## config.mk

```make
export PLATFORM = sky130hd
export DESIGN_NAME = tag_cam
export DESIGN_NICKNAME = d
export VERILOG_FILES = /design/src/rtl/tag_cam.sv
export SDC_FILE = /design/constraint.sdc
export NUM_CORES = 1
export LEC_CHECK = 0
export CORE_MARGIN = 5
export CORE_UTILIZATION = 39
export CTS_CLUSTER_SIZE = 20
export DETAILED_ROUTE_END_ITERATION = 8
export PLACE_DENSITY = 0.65
export SLEW_MARGIN = 30
export SYNTH_ARGS = -nofsm -noshare
export SYNTH_HDL_FRONTEND = slang
export SYNTH_SLANG_ARGS = --single-unit
```

## constraint.sdc

```tcl
create_clock -name clock -period 5.6 [get_ports clock]
set_input_delay 1.12 -clock clock [delete_from_list [all_inputs] [get_ports clock]]
set_output_delay 1.12 -clock clock [all_outputs]
set_load 0.01 [all_outputs]
```

## src/rtl/tag_cam.sv

```systemverilog
// rtl/tag_cam.sv - clocked tag CAM with registered lookup, victim/explicit writes, invalidate, flush
// Lookups see pre-edge state; victim is the lowest invalid entry, else the round-robin pointer.
module tag_cam #(
  parameter int ENTRY_WIDTH = 28,
  parameter int DEPTH       = 8,
  parameter int INDEX_WIDTH = 3
) (
  input  logic                   clock,
  input  logic                   reset,
  input  logic                   in_LookupValid,
  input  logic [ENTRY_WIDTH-1:0] in_LookupKey,
  output logic                   out_MatchValid,
  output logic                   out_MatchHit,
  output logic [INDEX_WIDTH-1:0] out_MatchIndex,
  output logic                   out_MultiHit,
  input  logic                   in_WriteEnable,
  input  logic [ENTRY_WIDTH-1:0] in_WriteKey,
  input  logic                   in_WriteUseVictim,
  input  logic [INDEX_WIDTH-1:0] in_WriteEntry,
  output logic [INDEX_WIDTH-1:0] out_VictimEntry,
  input  logic                   in_InvalidateEnable,
  input  logic [INDEX_WIDTH-1:0] in_InvalidateEntry,
  input  logic                   in_FlushAll,
  output logic                   out_Full,
  output logic [INDEX_WIDTH:0]   out_ValidCount
);

  logic [ENTRY_WIDTH-1:0] tag_q [DEPTH];
  logic [DEPTH-1:0]       valid_q;
  logic [DEPTH-1:0]       valid_d;
  logic [INDEX_WIDTH-1:0] rr_ptr;
  logic [DEPTH-1:0]       match_vec;
  logic [INDEX_WIDTH-1:0] match_idx;
  logic [INDEX_WIDTH-1:0] victim_idx;
  logic [INDEX_WIDTH-1:0] write_idx;
  logic [INDEX_WIDTH:0]   valid_count;
  logic                   multi;
  logic                   write_fire;
  logic                   rr_advance;

  always_comb begin
    match_vec = '0;
    for (int i = 0; i < DEPTH; i++) begin
      match_vec[i] = valid_q[i] && (tag_q[i] == in_LookupKey);
    end
  end

  always_comb begin
    match_idx = '0;
    for (int i = DEPTH - 1; i >= 0; i--) begin
      if (match_vec[i]) match_idx = INDEX_WIDTH'(i);
    end
  end

  // Clearing the lowest set bit leaves something only when two or more bits matched.
  assign multi = |(match_vec & (match_vec - DEPTH'(1)));

  always_comb begin
    victim_idx = rr_ptr;
    for (int i = DEPTH - 1; i >= 0; i--) begin
      if (!valid_q[i]) victim_idx = INDEX_WIDTH'(i);
    end
  end

  always_comb begin
    valid_count = '0;
    for (int i = 0; i < DEPTH; i++) begin
      valid_count = valid_count + (INDEX_WIDTH + 1)'(valid_q[i]);
    end
  end

  assign out_VictimEntry = victim_idx;
  assign out_Full        = &valid_q;
  assign out_ValidCount  = valid_count;

  assign write_idx  = in_WriteUseVictim ? victim_idx : in_WriteEntry;
  assign write_fire = in_WriteEnable && !in_FlushAll;
  assign rr_advance = write_fire && in_WriteUseVictim && out_Full;

  // Write is applied after invalidate so a same-index collision leaves the entry valid.
  always_comb begin
    valid_d = valid_q;
    if (in_FlushAll) begin
      valid_d = '0;
    end else begin
      if (in_InvalidateEnable) valid_d[in_InvalidateEntry] = 1'b0;
      if (in_WriteEnable)      valid_d[write_idx]          = 1'b1;
    end
  end

  always_ff @(posedge clock) begin
    if (reset) begin
      valid_q <= '0;
      rr_ptr  <= '0;
    end else begin
      valid_q <= valid_d;
      if (rr_advance) rr_ptr <= rr_ptr + INDEX_WIDTH'(1);
    end
  end

  always_ff @(posedge clock) begin
    if (!reset && write_fire) tag_q[write_idx] <= in_WriteKey;
  end

  always_ff @(posedge clock) begin
    if (reset) begin
      out_MatchValid <= 1'b0;
      out_MatchHit   <= 1'b0;
      out_MatchIndex <= '0;
      out_MultiHit   <= 1'b0;
    end else begin
      out_MatchValid <= in_LookupValid;
      out_MatchHit   <= in_LookupValid && (|match_vec);
      out_MatchIndex <= in_LookupValid ? match_idx : '0;
      out_MultiHit   <= in_LookupValid && multi;
    end
  end

endmodule

```

==> results of run 1 <==
==> cell type report <==
cell class,instances,area [µm²]
Multi-Input combinational cell,407,3240
Tap cell,341,427
Fill cell,2344,14300
Clock inverter,15,70.1
Inverter,14,52.6
Clock buffer,29,641
Sequential cell,241,7070
Timing Repair Buffer,90,1000
==> how the worst max path moves through the flow <==
stage	from	endpoint	slack, ns	cells after the start
floorplan	in_WriteUseVictim	tag_q[2][0]	1.38	3
global placement	valid_q[0]	out_ValidCount[2]	1.25	10
detailed placement	valid_q[0]	out_ValidCount[2]	1.20	10
CTS	valid_q[0]	out_ValidCount[2]	0.66	10
global route	valid_q[3]	out_ValidCount[2]	0.51	10
finish	valid_q[0]	out_ValidCount[2]	0.69	10
==> sequential cells by signal, summed over array words and instances (netlist names) <==
signal          flops
rr_ptr              3
tag_q             224
out_MatchValid      1
valid_q             8
out_MatchHit        1
out_MultiHit        1
out_MatchIndex      3
==> cells by family (layout without fill, tap and decap cells) <==
group           count (synthesis)  count (layout)  synth area share [%]
buf+inv                        44             148                  2.60
compound gates                 28              28                  1.91
xor+xnor                      225             225                  18.7
simple gates                  139             139                  7.72
mux                             5               5                 0.487
flops                         241             241                  67.1
fa+ha+maj                      10              10                  1.45
==> stage by stage <==
step / area (µm²) / hold slack, ns
finish: 12500 / 0.542
global route: 12500 / 0.586
CTS: 12400 / 0.544
detailed placement: 11700 / 0.525
global placement: 11600 / 0.503
floorplan: 10500 / 0.480
==> synth_stat cells, drive strengths merged (2+ instances only) <==
cell type and number:
nand2 16, mux2i 4, nor2 19, nand4 35, o21ai 4, nor4 36, fa 4, nor3 6
dfxtp 17, ha 5, nand2b 3, a31o 8, xnor2 110, nor2b 4, xor2 115, edfxtp 224
o2111ai 2, and4 3, clkbuf 2, buf 28, inv 14, a21oi 8, nand3 12
==> per-layer routing <==
layer	GRT usage, %	vias up	part of all wire [%]
li1	-	2696	-
met1	24.7	3035	43
met2	29.3	232	49
met3	2.59	44	6.0
met4	4.45	0	2.1
met5	0	-	0
==> placed cells by master (no fill, tap or decap), types with 12 or more instances in the layout <==
| master | n |
|---|---|
| edfxtp_1 | 224 |
| nor4_1 | 33 |
| nand3_1 | 12 |
| nand4_1 | 35 |
| clkdlybuf4s50_1 | 82 |
| nand2_1 | 15 |
| inv_1 | 14 |
| xor2_1 | 115 |
| nor2_1 | 13 |
| clkbuf_16 | 25 |
| xnor2_1 | 110 |
| dfxtp_1 | 17 |
==> worst max-delay path, stage by stage, from the launching register on <==
cell and delay [ns]:
dfxtp_1 0.37, fa_1 0.55, inv_1 0.05, fa_1 0.49, fa_1 0.41, inv_1 0.07, ha_1 0.15, inv_1 0.06
fa_1 0.43, xnor2_1 0.14, clkdlybuf4s50_1 0.55
==> power groups by stage <==
| stage | sequential (mW) | combinational (mW) | clock (mW) |
|---|---|---|---|
| floorplan | 2.02 | 0.132 | 0 |
| global placement | 2.02 | 0.255 | 0 |
| detailed placement | 2.02 | 0.258 | 0 |
| CTS | 1.99 | 0.260 | 1.49 |
| global route | 1.99 | 0.276 | 1.57 |
| finish | 1.99 | 0.256 | 1.47 |
==> results.md, run 1 <==
* Net Count, Synth at 770
* Fin worst setup slack at 0.694 ns
* Power consumption at 3.71 mW
* Clock H-tree levels at 1
* Clock Tree Root: clkbuf_16
* Clk sinks at 241
* Routed len/inst at 24.0 µm
* Area delta synth->final at 18.7%
* First-pass GRT wire length at around 40000 µm
* Minimum clock period after layout at 4.91 ns
* Hold Crit Endpoint: rr_ptr[2]
* Final WL at 27300 µm
* Final Net Count at 857
* Slew headroom at roughly 36%
* Clock buffer depth at 3
* Layout cells sized above 1 at 8.04%
* Status: finished clean
* Clk Latency, worst-skew pair at 0.52 ns
* Initial antenna violation count at 0
* Flops & latches, synth at 241
* Post-synth top area share at about 64%
* Power Dens Cells at 297 nW/µm²
* VDD IR-drop max at around 0.00015 V
* # rows at 60
* Final Hold Vio Count at 0
* Antenna Nets Post-Route at 0
* Async set or reset register ratio after synthesis at 0%
* CP max FO at 6
* Clock transition at path regs at 0.06 ns
* RSZ-0062 raised after global routing: no
* GRT overflow at 0
* Synth area leaders: edfxtp_1 (64%), xor2_1 (9.6%), xnor2_1 (9.1%), dfxtp_1 (3.2%), nand4_1 (2.1%)
* WS Path Type: flip-flop to output pin
* Hold-fix buffers, CTS at 0
* Synthesized area at approximately 11000 µm²
* Hold path depth at 2
* Internal power at about 2.9 mW
* Die Ht at 174 µm
* Area leader, netlist: edfxtp_1
* Maxcap violations at 0
* Worst Hold Class: flip-flop to flip-flop
* GRT Util Overall at roughly 18%
* Post-route setup TNS at 0 ns
* R2r setup slk at 2.63 ns
* CP endpoint kind: output pin
* Worst Path Arrival at 3.79 ns
* Seq/Total Area, Yosys at 67.1%
* Crit Reg-Reg Endpoint: tag_q[0][15]
* Final Cycle Share at 87.6%
* RR Startpoint: valid_q[7]
* Ports at 83
* Sequential share of power at ~54%
* Syn avg cell area at 15.2 µm²
* Ys flop type: edfxtp_1
* Initial DRC count at 584
* Placed cell count at 1091
* Net Sw Power at 816 µW
* Largest net degree at the start of global routing at 30
* Setup Fix Bufs, Post-CTS at 0
* IO buf count at 82
* Vias in the first global route at 6018
* Max Freq at 204 MHz
* Path depth of the worst reg2reg path at 7
* Antenna fix cells at 0
* Post-synth EDFFs at 224
* DP HPWL at 19400 µm
* Max-slew violations at 0
* Req. time, crit path at ~4.5 ns
* Worst hold start: rr_ptr[2]
* Count of cell types in the netlist at 43
* Core Box Area at around 27000 µm²
* Leak Pwr at 4.00 nW
* Comb power frac at just under 7%
* Clock power share at 39.6%
* Routed vias at 6007
* Pre-Repair DR Iteration Count at 4
* Total CTS buffers at 25
* Post-route DRC at 0
* Die ar. at 30400 µm²
* Dpl ws at 1.20 ns
* Synth Instances at 692
* Post-CTS resize count at 0
* Switching part of the total power at a little over a fifth
* Final design utilization at 46.6%
* Initial Utilization at about 39%
* Final setup viols at 0
* Setup Skew at 0.00910 ns
* Gp weighted congestion at 0.824
* Worst Tran Pin Value at 0.951 ns
* CP startpoint kind: flip-flop
* Die width at 174 µm
* DR vias/cell at around 5.3
* Fin cells at 1137
* Synth warn at 0
* CTS tree: built
Note: power is estimated with default switching activity, not from simulation.
==> run 2, diff against run 1 <==
- MAX_ROUTING_LAYER: default -> met4
- SLEW_MARGIN: 30 -> default
==> results.md, run 2 (synthesis gave the netlist of run 1 again) <==
* CTS tree: built
* Worst hold start: rr_ptr[2]
* Maxcap violations at 0
* RSZ-0062 raised after global routing: no
* Clock H-tree levels at 1
* Clock buffer depth at 3
* Status: finished clean
* IO buf count at 82
* # rows at 60
* Largest net degree at the start of global routing at 30
* Comb power frac at 6.6%
* Final Cycle Share at 87.7%
* Placed cell count at 1087
* DR vias/cell at 5.25
* Most frequent cells in the layout: edfxtp_1 (224), xor2_1 (115), xnor2_1 (110)
* Register with the most flip-flops: tag_q
* Crit Reg-Reg Endpoint: tag_q[0][18]
* DP HPWL at 18700 µm
* CP endpoint kind: output pin
* Dpl ws at 1.20 ns
* Post-route setup TNS at 0 ns
* Post-CTS resize count at 0
* Hold path depth at 2
* Ports at 83
* Setup Fix Bufs, Post-CTS at 0
* Initial Utilization at 39.3%
* Max Freq at 204 MHz
* WS Path Type: flip-flop to output pin
* Final setup viols at 0
* R2r setup slk at 2.50 ns
* Power Dens Cells at between 300 and 400 nW/µm²
* GRT Util Overall at 18.0%
* First-pass GRT wire length at around 40000 µm
* Sequential share of power at 51.4%
* Final Hold Vio Count at 0
* Sequential cell area at between 7000 and 8000 µm²
* Worst Tran Pin Value at just over 1 ns
* Net Sw Power at 831 µW
* Largest regs: tag_q: 224 flops, valid_q: 8 flops
* CP max FO at 6
* Origin of the worst setup path: valid_q[0]
* Clk Latency, worst-skew pair at 0.51 ns
* GRT overflow at 0
* RR Startpoint: valid_q[7]
* Die width at 174 µm
* Internal power at 3.03 mW
* Minimum clock period after layout at 4.91 ns
* Clk sinks at 241
* Max reg flops at 224
* Antenna fix cells at 0
* Dpl cell area at 11600 µm²
* Final Net Count at between 800 and 900
* Final WL at 27200 µm
* VDD IR-drop max at a little over 0.0002 V
* Fin cells at 1130
* Clock Tree Root: clkbuf_16
* Antenna Nets Post-Route at 0
* Max-slew violations at 0
* Multi-input gate area at 3240 µm²
* Worst setup path end: out_ValidCount[2]
* Worst Path Arrival at 3.79 ns
* Core Box Area at 26800 µm²
* Path depth of the worst reg2reg path at 6
* Leak Pwr at ~4.0 nW
* Post-route DRC at 0
* Routed vias at just under 6000
* Initial DRC count at 589
* Post-route cell area at roughly 12000 µm²
* Switching part of the total power at 21.5%
* Slew headroom at 30.5%
* Clock power share at 42.1%
* Fin worst setup slack at just under 0.7 ns
* Layout cells sized above 1 at 7.73%
* Pre-Repair DR Iteration Count at 5
* # fillers at 2302
* Vias in the first global route at 5916
* Most common cell after layout, fill and taps aside: edfxtp_1
* Area delta synth->final at 17.9%
* Worst Hold Class: flip-flop to flip-flop
* Req. time, crit path at around 4.5 ns
* Routed len/inst at between 20 and 25 µm
* Setup Skew at 0.0116 ns
* Gp weighted congestion at ~0.84
* Hold-fix buffers, CTS at 0
* CP startpoint kind: flip-flop
* Die Ht at 174 µm
* Total CTS buffers at 25
* Initial antenna violation count at 0
* Die ar. at 30400 µm²
* Clock transition at path regs at 0.06 ns
run 2: worst min-delay path by stage:
stage | end | slack (ns)
2_1_floorplan | rr_ptr[2] | 0.48
3_3_place_gp | rr_ptr[2] | 0.50
3_5_place_dp | rr_ptr[2] | 0.53
4_1_cts | rr_ptr[2] | 0.54
5_1_grt | rr_ptr[0] | 0.59
6_report | rr_ptr[2] | 0.54
run 2: cell type report:
type	count	share of cell area, %
tap	341	3.44
sequential	241	56.9
clock buffer	28	5.13
multi-input combinational	407	26.1
inverter	14	0.423
clock inverter	15	1.26
timing repair buffer	84	6.73
run 2: through the flow:
| step | utilization [%] | power, mW | hold WS [ns] |
|---|---|---|---|
| floorplan | - | 2.16 | 0.480 |
| global placement | 43.4 | 2.28 | 0.503 |
| detailed placement | 43.4 | 2.28 | 0.530 |
| CTS | 46.3 | 3.89 | 0.544 |
| global route | 46.3 | 3.98 | 0.589 |
| finish | 46.3 | 3.87 | 0.536 |
run 2: critical path, stage by stage, from the launching register on:
cell,delay [ns]
dfxtp_1,0.37
fa_1,0.56
inv_1,0.05
fa_1,0.49
fa_1,0.41
inv_1,0.06
ha_1,0.15
inv_1,0.06
fa_1,0.43
xnor2_1,0.14
clkdlybuf4s50_1,0.55
run 2: metal layers:
layer  vias up  wire, µm  GRT usage (%)
li1       2682         -              -
met1      3007     12000           24.1
met2       199     13100           28.8
met3        42      1490           2.94
met4         0       585           4.49
met5         -         0              -
run 2: power groups by stage:
stage / Combinational [mW] / Clock [mW] / Sequential, mW
2_1_floorplan: 0.132 / 0 / 2.02
6_report: 0.253 / 1.63 / 1.99
5_1_grt: 0.271 / 1.72 / 1.99
3_3_place_gp: 0.255 / 0 / 2.02
4_1_cts: 0.257 / 1.65 / 1.99
3_5_place_dp: 0.255 / 0 / 2.02
==> run 3, diff against run 2 <==
- CORE_UTILIZATION: 39 -> 58
- PLACE_DENSITY: 0.65 -> 0.87
==> results.md, run 3 (synthesis gave the netlist of run 1 again) <==
* Core Box Area at 17900 µm²
* # rows at 49
* RSZ-0062 raised after global routing: no
* First-pass GRT wire length at 38400 µm
* Total CTS buffers at 25
* Max reg flops at 224
* Sequential share of power at 52.4%
* Post-CTS resize count at 0
* Switching part of the total power at 21.5%
* Largest net degree at the start of global routing at 30
* Worst setup path end: out_ValidCount[2]
* Layout cells sized above 1 at 8.92%
* Post-route cell area at 12300 µm²
* WS Path Type: flip-flop to output pin
* CP startpoint kind: flip-flop
* Final Net Count at 857
* Worst Tran Pin Value at 0.965 ns
* Setup Skew at 0.0154 ns
* Minimum clock period after layout at 4.95 ns
* Max Freq at 202 MHz
* Slew headroom at 35.1%
* Critical Path Stages at 10
* DR vias/cell at about 5.9
* Leak Pwr at 4.00 nW
* Status: finished clean
* CP delay by family, top: adder cells
* Largest regs: tag_q: 224 flops, valid_q: 8 flops
* Req. time, crit path at 4.48 ns
* Slowest-stage cell, CP: fa_1
* Initial DRC count at 529
* Initial antenna violation count at 2
* Multi-input gate area at 3210 µm²
* CP peak stage delay at 0.55 ns
* Most frequent cells in the layout: edfxtp_1 (224), xor2_1 (115), xnor2_1 (110)
* Max-slew violations at 0
* Worst Hold Class: flip-flop to flip-flop
* VDD IR-drop max at 0.000281 V
* Clk sinks at 241
* Vias in the first global route at 6213
* Clock Tree Root: clkbuf_16
* Maxcap violations at 0
* Comb power frac at 6.6%
* Clock power share at about 41%
* Origin of the worst setup path: valid_q[0]
* Gp weighted congestion at 0.904
* GRT Util Overall at 26.4%
* Setup Fix Bufs, Post-CTS at 0
* Cell mode on critical path: fa_1
* IO buf count at 82
* GRT overflow at 0
* Register with the most flip-flops: tag_q
* Dpl cell area at 11500 µm²
* CP endpoint kind: output pin
* Worst-path cell chain: fa_1, inv_1, fa_1, fa_1, inv_1, ha_1, inv_1, fa_1, xnor2_1, clkdlybuf4s50_1
* Final Hold Vio Count at 0
* Post-route DRC at 0
* Most common cell after layout, fill and taps aside: edfxtp_1
* # fillers at 1195
* Worst Path Arrival at approximately 3.8 ns
* CP bufs+invs at 4
* Antenna Nets Post-Route at 0
* Crit Reg-Reg Endpoint: tag_q[5][23]
* Die width at 145 µm
* CP max FO at 6
* DP HPWL at 18200 µm
* Net Sw Power at 815 µW
* Sequential cell area at 7070 µm²
* Routed vias at 6039
* Clock buffer depth at 3
* Clock H-tree levels at 1
* Hold-fix buffers, CTS at 0
* Clk Latency, worst-skew pair at 0.52 ns
* Die Ht at 145 µm
* Final WL at between 20000 and 30000 µm
* Final Cycle Share at 88.5%
* Clock transition at path regs at 0.06 ns
* Area delta synth->final at 16.6%
* Internal power at around 3 mW
* Initial Utilization at around three fifths
* Path depth of the worst reg2reg path at 7
* Ports at 83
* CTS tree: built
* Die ar. at 20900 µm²
* Final setup viols at 0
* R2r setup slk at between 2 and 2.5 ns
* Post-route setup TNS at 0 ns
* Power Dens Cells at around 310 nW/µm²
* Routed len/inst at 25.7 µm
* RR Startpoint: valid_q[7]
* Pre-Repair DR Iteration Count at 5
[run 3: metrics by stage]
step                      hold WS [ns]  cells  setup slack [ns]  utilization, %  power (mW)
final                            0.536   1027             0.645            68.6        3.79
after global routing             0.571   1027             0.512            68.6        3.90
after CTS                        0.539   1025             0.630            68.5        3.79
after detailed placement         0.524    981              1.17            64.2        2.27
after global placement           0.504    981              1.26            64.2        2.27
after floorplan                  0.480    692              1.38               -        2.16
[run 3: power groups by stage]
| stage | Combinational [mW] | Clock [mW] | Sequential, mW |
|---|---|---|---|
| after floorplan | 0.132 | 0 | 2.02 |
| after global placement | 0.242 | 0 | 2.02 |
| after detailed placement | 0.249 | 0 | 2.02 |
| after CTS | 0.251 | 1.56 | 1.99 |
| after global routing | 0.266 | 1.65 | 1.99 |
| final | 0.251 | 1.55 | 1.99 |
[run 3: worst register-to-register path, delay by kind of cell, from the launching register on]
family                 cells  cell delay (ns)
and+or+nand+nor            2             0.87
AOI/OAI and AO/OA          2             0.58
muxes                      1             0.42
buffers and inverters      2             0.54
DFF                        1             0.42
[run 3: cell type report]
type | instances | share of cell area, %
Sequential cell | 241 | 57.6
Multi-Input combinational cell | 407 | 26.2
Timing Repair Buffer | 90 | 7.18
Clock buffer | 35 | 5.86
Tap cell | 229 | 2.33
Inverter | 14 | 0.428
Clock inverter | 9 | 0.387
Antenna cell | 2 | 0.0408
[run 3: worst min path at each step]
stage	start	endpoint	slack (ns)	cells past startpoint
final	rr_ptr[2]	rr_ptr[2]	0.54	2
after global routing	rr_ptr[2]	rr_ptr[2]	0.57	2
after CTS	rr_ptr[2]	rr_ptr[2]	0.54	2
after detailed placement	rr_ptr[2]	rr_ptr[2]	0.52	2
after global placement	rr_ptr[2]	rr_ptr[2]	0.50	2
after floorplan	rr_ptr[2]	rr_ptr[2]	0.48	2
[run 3: layer usage]
| layer | track usage (%) | vias to the layer above | share of wire [%] |
|---|---|---|---|
| li1 | - | 2701 | - |
| met1 | 34.2 | 2961 | 39 |
| met2 | 41.1 | 305 | 48 |
| met3 | 5.06 | 72 | 8.4 |
| met4 | 11.1 | 0 | 4.9 |
| met5 | - | - | 0 |
